`src/rtl/vx_alu_batch_pkg.sv`:
```
// Shared constants, sideband layout and sizing helpers for the ALU request batcher.
`ifndef NUM_THREADS
`define NUM_THREADS 4
`endif

package vx_alu_batch_pkg;

  localparam int DEF_NUM_THREADS = `NUM_THREADS;
  localparam int DEF_NUM_LANES   = 2;

  localparam int UUID_BITS   = 44;
  localparam int NW_BITS     = 2;
  localparam int PC_BITS     = 32;
  localparam int ALU_OP_BITS = 4;
  localparam int MOD_BITS    = 3;
  localparam int IMM_BITS    = 32;
  localparam int NR_BITS     = 5;
  localparam int FUNC3_BITS  = 3;
  localparam int FUNC7_BITS  = 7;
  localparam int XLEN        = 32;

  function automatic int calc_num_batches(input int nt, input int nl);
    return nt / nl;
  endfunction

  function automatic int calc_batch_bits(input int nt, input int nl);
    int nb;
    nb = nt / nl;
    return (nb > 1) ? $clog2(nb) : 1;
  endfunction

  localparam int NUM_BATCHES = calc_num_batches(DEF_NUM_THREADS, DEF_NUM_LANES);
  localparam int BATCH_BITS  = calc_batch_bits(DEF_NUM_THREADS, DEF_NUM_LANES);

  localparam logic [0:0] ST_IDLE  = 1'b0;
  localparam logic [0:0] ST_ISSUE = 1'b1;

  // Request fields whose width does not depend on the thread count.
  typedef struct packed {
    logic [UUID_BITS-1:0]   uuid;
    logic [NW_BITS-1:0]     wid;
    logic [PC_BITS-1:0]     pc;
    logic [PC_BITS-1:0]     next_pc;
    logic [ALU_OP_BITS-1:0] op_type;
    logic [MOD_BITS-1:0]    op_mod;
    logic                   use_pc;
    logic                   use_imm;
    logic [IMM_BITS-1:0]    imm;
    logic [NR_BITS-1:0]     rd;
    logic                   wb;
    logic [FUNC3_BITS-1:0]  func3;
    logic [FUNC7_BITS-1:0]  func7;
  } req_side_t;

endpackage

```
`src/rtl/vx_alu_batch_sel.sv`:
```
// Finds the next non-empty batch strictly above the current one and flags the final batch.
module vx_alu_batch_sel
  import vx_alu_batch_pkg::*;
#(
  parameter int NUM_BATCHES = 2,
  parameter int BATCH_BITS  = 1
) (
  input  logic [NUM_BATCHES-1:0] bmask_i,
  input  logic [BATCH_BITS-1:0]  cur_i,
  output logic [BATCH_BITS-1:0]  next_o,
  output logic                   last_o
);

  logic [NUM_BATCHES-1:0] above;

  for (genvar gi = 0; gi < NUM_BATCHES; gi++) begin : g_above
    assign above[gi] = bmask_i[gi] && (gi > int'(cur_i));
  end

  // Descending scan leaves the lowest qualifying index in next_o.
  always_comb begin
    next_o = '0;
    for (int b = NUM_BATCHES - 1; b >= 0; b--) begin
      if (above[b]) begin
        next_o = BATCH_BITS'(b);
      end
    end
  end

  assign last_o = ~|above;

endmodule

```
`src/rtl/vx_alu_req_batcher.sv`:
```
// Holds one full-warp ALU request and replays it as NUM_LANES-wide batches, skipping empty ones.
module vx_alu_req_batcher
  import vx_alu_batch_pkg::*;
#(
  parameter  int NUM_THREADS = DEF_NUM_THREADS,
  parameter  int NUM_LANES   = DEF_NUM_LANES,
  localparam int NUM_BATCHES = calc_num_batches(NUM_THREADS, NUM_LANES),
  localparam int BATCH_BITS  = calc_batch_bits(NUM_THREADS, NUM_LANES),
  localparam int TID_BITS    = (NUM_THREADS > 1) ? $clog2(NUM_THREADS) : 1
) (
  input  logic                              clk,
  input  logic                              reset,
  input  logic                              flush,

  input  logic                              in_valid,
  output logic                              in_ready,
  input  logic [UUID_BITS-1:0]              in_uuid,
  input  logic [NW_BITS-1:0]                in_wid,
  input  logic [NUM_THREADS-1:0]            in_tmask,
  input  logic [PC_BITS-1:0]                in_PC,
  input  logic [PC_BITS-1:0]                in_next_PC,
  input  logic [ALU_OP_BITS-1:0]            in_op_type,
  input  logic [MOD_BITS-1:0]               in_op_mod,
  input  logic                              in_use_PC,
  input  logic                              in_use_imm,
  input  logic [IMM_BITS-1:0]               in_imm,
  input  logic [TID_BITS-1:0]               in_tid,
  input  logic [NR_BITS-1:0]                in_rd,
  input  logic                              in_wb,
  input  logic [FUNC3_BITS-1:0]             in_func3,
  input  logic [FUNC7_BITS-1:0]             in_func7,
  input  logic [NUM_THREADS-1:0][XLEN-1:0]  in_rs1_data,
  input  logic [NUM_THREADS-1:0][XLEN-1:0]  in_rs2_data,

  output logic                              out_valid,
  input  logic                              out_ready,
  output logic [UUID_BITS-1:0]              out_uuid,
  output logic [NW_BITS-1:0]                out_wid,
  output logic [NUM_LANES-1:0]              out_tmask,
  output logic [PC_BITS-1:0]                out_PC,
  output logic [PC_BITS-1:0]                out_next_PC,
  output logic [ALU_OP_BITS-1:0]            out_op_type,
  output logic [MOD_BITS-1:0]               out_op_mod,
  output logic                              out_use_PC,
  output logic                              out_use_imm,
  output logic [IMM_BITS-1:0]               out_imm,
  output logic [TID_BITS-1:0]               out_tid,
  output logic [NR_BITS-1:0]                out_rd,
  output logic                              out_wb,
  output logic [FUNC3_BITS-1:0]             out_func3,
  output logic [FUNC7_BITS-1:0]             out_func7,
  output logic [BATCH_BITS-1:0]             out_batch,
  output logic [NUM_LANES-1:0][XLEN-1:0]    out_rs1_data,
  output logic [NUM_LANES-1:0][XLEN-1:0]    out_rs2_data,
  output logic                              out_eop
);

  if ((NUM_THREADS % NUM_LANES) != 0) begin : g_bad_lanes
    $error("vx_alu_req_batcher: NUM_THREADS must be a multiple of NUM_LANES");
  end

  logic [0:0]                       state_q, state_d;
  logic [BATCH_BITS-1:0]            cur_q, cur_d;
  logic [NUM_BATCHES-1:0]           bmask_q, bmask_d;
  req_side_t                        side_q, side_d;
  logic [TID_BITS-1:0]              tid_q, tid_d;
  logic [NUM_THREADS-1:0]           tmask_q, tmask_d;
  logic [NUM_THREADS-1:0][XLEN-1:0] rs1_q, rs1_d;
  logic [NUM_THREADS-1:0][XLEN-1:0] rs2_q, rs2_d;

  logic [NUM_BATCHES-1:0] in_bmask;
  logic [BATCH_BITS-1:0]  first_idx;
  logic [BATCH_BITS-1:0]  next_idx;
  logic                   last;
  logic                   accept;
  logic                   fire;

  for (genvar gi = 0; gi < NUM_BATCHES; gi++) begin : g_bmask
    assign in_bmask[gi] = |in_tmask[gi*NUM_LANES +: NUM_LANES];
  end

  // An all-zero mask falls through to batch 0 so the request still produces one beat.
  always_comb begin
    first_idx = '0;
    for (int b = NUM_BATCHES - 1; b >= 0; b--) begin
      if (in_bmask[b]) begin
        first_idx = BATCH_BITS'(b);
      end
    end
  end

  vx_alu_batch_sel #(
    .NUM_BATCHES (NUM_BATCHES),
    .BATCH_BITS  (BATCH_BITS)
  ) u_sel (
    .bmask_i (bmask_q),
    .cur_i   (cur_q),
    .next_o  (next_idx),
    .last_o  (last)
  );

  assign out_valid = (state_q == ST_ISSUE);
  assign out_eop   = out_valid && last;
  assign fire      = out_valid && out_ready;
  // Refill in the same cycle the final batch leaves, so requests stream without a bubble.
  assign in_ready  = reset && !flush && ((state_q == ST_IDLE) || (fire && last));
  assign accept    = in_valid && in_ready;

  always_comb begin
    state_d = state_q;
    cur_d   = cur_q;
    bmask_d = bmask_q;
    side_d  = side_q;
    tid_d   = tid_q;
    tmask_d = tmask_q;
    rs1_d   = rs1_q;
    rs2_d   = rs2_q;
    if (flush) begin
      state_d = ST_IDLE;
    end else if (accept) begin
      state_d        = ST_ISSUE;
      cur_d          = first_idx;
      bmask_d        = in_bmask;
      side_d.uuid    = in_uuid;
      side_d.wid     = in_wid;
      side_d.pc      = in_PC;
      side_d.next_pc = in_next_PC;
      side_d.op_type = in_op_type;
      side_d.op_mod  = in_op_mod;
      side_d.use_pc  = in_use_PC;
      side_d.use_imm = in_use_imm;
      side_d.imm     = in_imm;
      side_d.rd      = in_rd;
      side_d.wb      = in_wb;
      side_d.func3   = in_func3;
      side_d.func7   = in_func7;
      tid_d          = in_tid;
      tmask_d        = in_tmask;
      rs1_d          = in_rs1_data;
      rs2_d          = in_rs2_data;
    end else if (fire) begin
      if (last) begin
        state_d = ST_IDLE;
      end else begin
        cur_d = next_idx;
      end
    end
  end

  always_ff @(posedge clk) begin
    if (!reset) begin
      state_q <= ST_IDLE;
      cur_q   <= '0;
      bmask_q <= '0;
      side_q  <= '0;
      tid_q   <= '0;
      tmask_q <= '0;
      rs1_q   <= '0;
      rs2_q   <= '0;
    end else begin
      state_q <= state_d;
      cur_q   <= cur_d;
      bmask_q <= bmask_d;
      side_q  <= side_d;
      tid_q   <= tid_d;
      tmask_q <= tmask_d;
      rs1_q   <= rs1_d;
      rs2_q   <= rs2_d;
    end
  end

  assign out_uuid     = side_q.uuid;
  assign out_wid      = side_q.wid;
  assign out_PC       = side_q.pc;
  assign out_next_PC  = side_q.next_pc;
  assign out_op_type  = side_q.op_type;
  assign out_op_mod   = side_q.op_mod;
  assign out_use_PC   = side_q.use_pc;
  assign out_use_imm  = side_q.use_imm;
  assign out_imm      = side_q.imm;
  assign out_rd       = side_q.rd;
  assign out_wb       = side_q.wb;
  assign out_func3    = side_q.func3;
  assign out_func7    = side_q.func7;
  assign out_tid      = tid_q;
  assign out_batch    = cur_q;
  assign out_tmask    = tmask_q[cur_q*NUM_LANES +: NUM_LANES];
  assign out_rs1_data = rs1_q[cur_q*NUM_LANES +: NUM_LANES];
  assign out_rs2_data = rs2_q[cur_q*NUM_LANES +: NUM_LANES];

endmodule

```
`config.mk`:
```
export PLATFORM = sky130hd
export DESIGN_NAME = vx_alu_req_batcher
export DESIGN_NICKNAME = d
export VERILOG_FILES = /design/src/rtl/vx_alu_batch_pkg.sv /design/src/rtl/vx_alu_batch_sel.sv /design/src/rtl/vx_alu_req_batcher.sv
export SDC_FILE = /design/constraint.sdc
export NUM_CORES = 1
export LEC_CHECK = 0
export CAP_MARGIN = 5
export CORE_AREA = 2 2 289 291
export DETAILED_ROUTE_END_ITERATION = 12
export DIE_AREA = 0 0 291 293
export PLACE_DENSITY = 0.47
export SYNTH_ARGS = -nofsm -noshare
export SYNTH_HDL_FRONTEND = slang
export SYNTH_HIERARCHICAL = 1
export SYNTH_SLANG_ARGS = --single-unit
```
`constraint.sdc`:
```
create_clock -name clk -period 3.4 [get_ports clk]
set_input_delay 0.34 -clock clk [delete_from_list [all_inputs] [get_ports clk]]
set_output_delay 0.34 -clock clk [all_outputs]
set_load 0.02 [all_outputs]
```
==> results.yml <==
timing:
  fin_crit_sh_pct: 86.56
  grt_setup_unrepaired: "false"
  drv_slew: 0
  relSlewSlack_pct: 38.30
  setup_violations: 0
  fin_worst_skew_ns: 0.007857
  fin_ws_ns: 0.4571
  setup_tns_ns: 0
  max_freq_mhz: 339.8
  final_hold_viol_count: 0
  worst_pin_slew_ns: 0.9255
  post-route-min-period_ns: 2.943
die:
  die_y_um: 293
  core_um2: 81850
  dieArea_um2: 85260
  die_x_um: 291
  io_pins: 737
  row_count: 105
  start_util_pct: 21.61
worst_setup_path:
  crit_path_end: "out_rs2_data[48]"
  end_kind: "primary output"
  worstPathRequired_ns: 3.06
  critPathLaunch: "out_batch$_SDFFE_PN0P_"
  cp-start-kind: "register"
  arrival_ns: 2.60
  reg2reg_to: "out_wb$_SDFFE_PN0P_"
  r2r_slack_ns: 1.00
  crit_fanout: 44
  rr_worst_depth: 7
  r2r_start: "out_batch$_SDFFE_PN0P_"
  critPathKind: "reg -> out"
placed_design:
  place_ws_ns: 0.9372
  portBuffers: 736
  dp_hpwl_mm: 50.93
  place_congestion: 0.8696
layout:
  nets: 3129
  multiInputGateArea_um2: 8053
  final_layout_size_suffix_gt1_share_pct: 9.021
  final_common_cell: "nand2_1"
  area_growth_pct: 56.47
  fillers: 8519
  mostFrequentLayoutCells: "nand2_1 (861), clkdlybuf4s50_1 (735), dfxtp_1 (431)"
  finish.utilization_pct: 33.81
  seqCellArea_um2: 8652
global_routing:
  grt_usage_pct: 15.73
  antenna_found_initial: 19
  grt_use_met1_pct: 17.52
  gr-usage-met2_pct: 28.34
  grt_pass1_wl_mm: 102.9
  grt_max_degree: 172
  grt_overflow_total: 0
  grt_pass1_vias: 16350
  use_met3_pct: 4.032
  busiest_layer: "met2"
route:
  drt-total-wl_mm: 70.29
  dr.first_iter.drc_count: 592
  viasPerCell: 4.230
  firstDrtPassIters: 4
  route.detailed.wl_per_inst_um: 18.40
  route.vias.total: 16160
  ant_nets: 0
  drc: 0
run:
  drv_cap: 0
clock_network:
  cts_inserted_buffers: 55
  cts_num_sinks: 432
  cts_tree: "done"
  clock_latency_ns: 0.60
  clkTransAtPathRegs_ns: 0.05
  clk_root_buffer_cell: "clkbuf_16"
  ctsResizeCount: 0
  max-clock-path-buffers: 3
  htree_levels: 2
  post-cts-setup-buffers: 0
  cts.hold.buffers_added: 0
power_and_ir_drop:
  p_leak_nw: 9.796
  p_per_area_nw_per_um2: 460.0
  peakVddDrop_mv: 0.3066
synth:
  ys_warn_count: 6
  avgSynthCellArea_um2: 8.711
  synth_fp_nets: 2464
  syn_inst: 2030
  syn_area_um2: 17680
min_path:
  hp-start: "reset"
  hp-class: "in -> reg"
  whs_path_depth: 2
status:
  status: "complete, no violations"
==> through the flow <==
stage	power, mW	instance area (µm²)	cells	hold slack, ns
after floorplan	6.119	17680	2030	0.4316
after global routing	13.29	27660	3819	0.1750
after global placement	7.054	25830	3708	0.4372
after CTS	12.98	27640	3808	0.1483
final	12.73	27670	3821	0.1918
after detailed placement	7.065	25830	3708	0.4422
==> where the power goes <==
part / internal [mW] / switching, mW / total, mW
Sequential: 5.24 / 0.104 / 5.34
Combinational: 0.913 / 0.689 / 1.60
Clock: 3.49 / 2.30 / 5.79
==> flip-flops by register name, summed over array words and instances, names as in the netlist <==
name,cells
bmask_q,1
out_PC,32
out_batch,1
out_func3,3
out_func7,7
out_imm,32
out_next_PC,32
out_op_mod,3
out_op_type,4
out_rd,5
out_tid,2
out_use_PC,1
out_use_imm,1
out_uuid,44
out_valid,1
out_wb,1
out_wid,2
rs1_q,128
rs2_q,128
tmask_q,4
==> worst min path at each step <==
stage | end | slack (ns)
final | out_imm[2]$_SDFFE_PN0P_ | 0.19
after global placement | rs1_q[82]$_SDFFE_PN0P_ | 0.44
after CTS | out_next_PC[12]$_SDFFE_PN0P_ | 0.15
after detailed placement | rs2_q[74]$_SDFFE_PN0P_ | 0.44
after global routing | out_rd[2]$_SDFFE_PN0P_ | 0.18
after floorplan | rs1_q[100]$_SDFFE_PN0P_ | 0.43
==> critical path, cell delays in order, from the launching register on <==
cell and delay, ns:
dfxtp_4 0.63, buf_12 0.29, mux2_2 0.38, clkdlybuf4s50_1 0.59
==> layout make-up <==
| cell class | count | area share (%) |
|---|---|---|
| flip-flops and latches | 432 | 31.27 |
| well taps | 1070 | 4.839 |
| inverters | 1 | 0.01357 |
| clock inverters | 8 | 0.3165 |
| clock buffers | 92 | 6.204 |
| diodes | 13 | 0.1176 |
| repair buffers | 766 | 28.14 |
| multi-input cells | 1439 | 29.10 |
==> metal layers <==
layer,share of wire [%],vias to the layer above
li1,-,7952
met1,40,7681
met5,0.073,-
met2,51,400
met4,3.4,8
met3,5.5,122
Power figures use the tool's default switching activity.
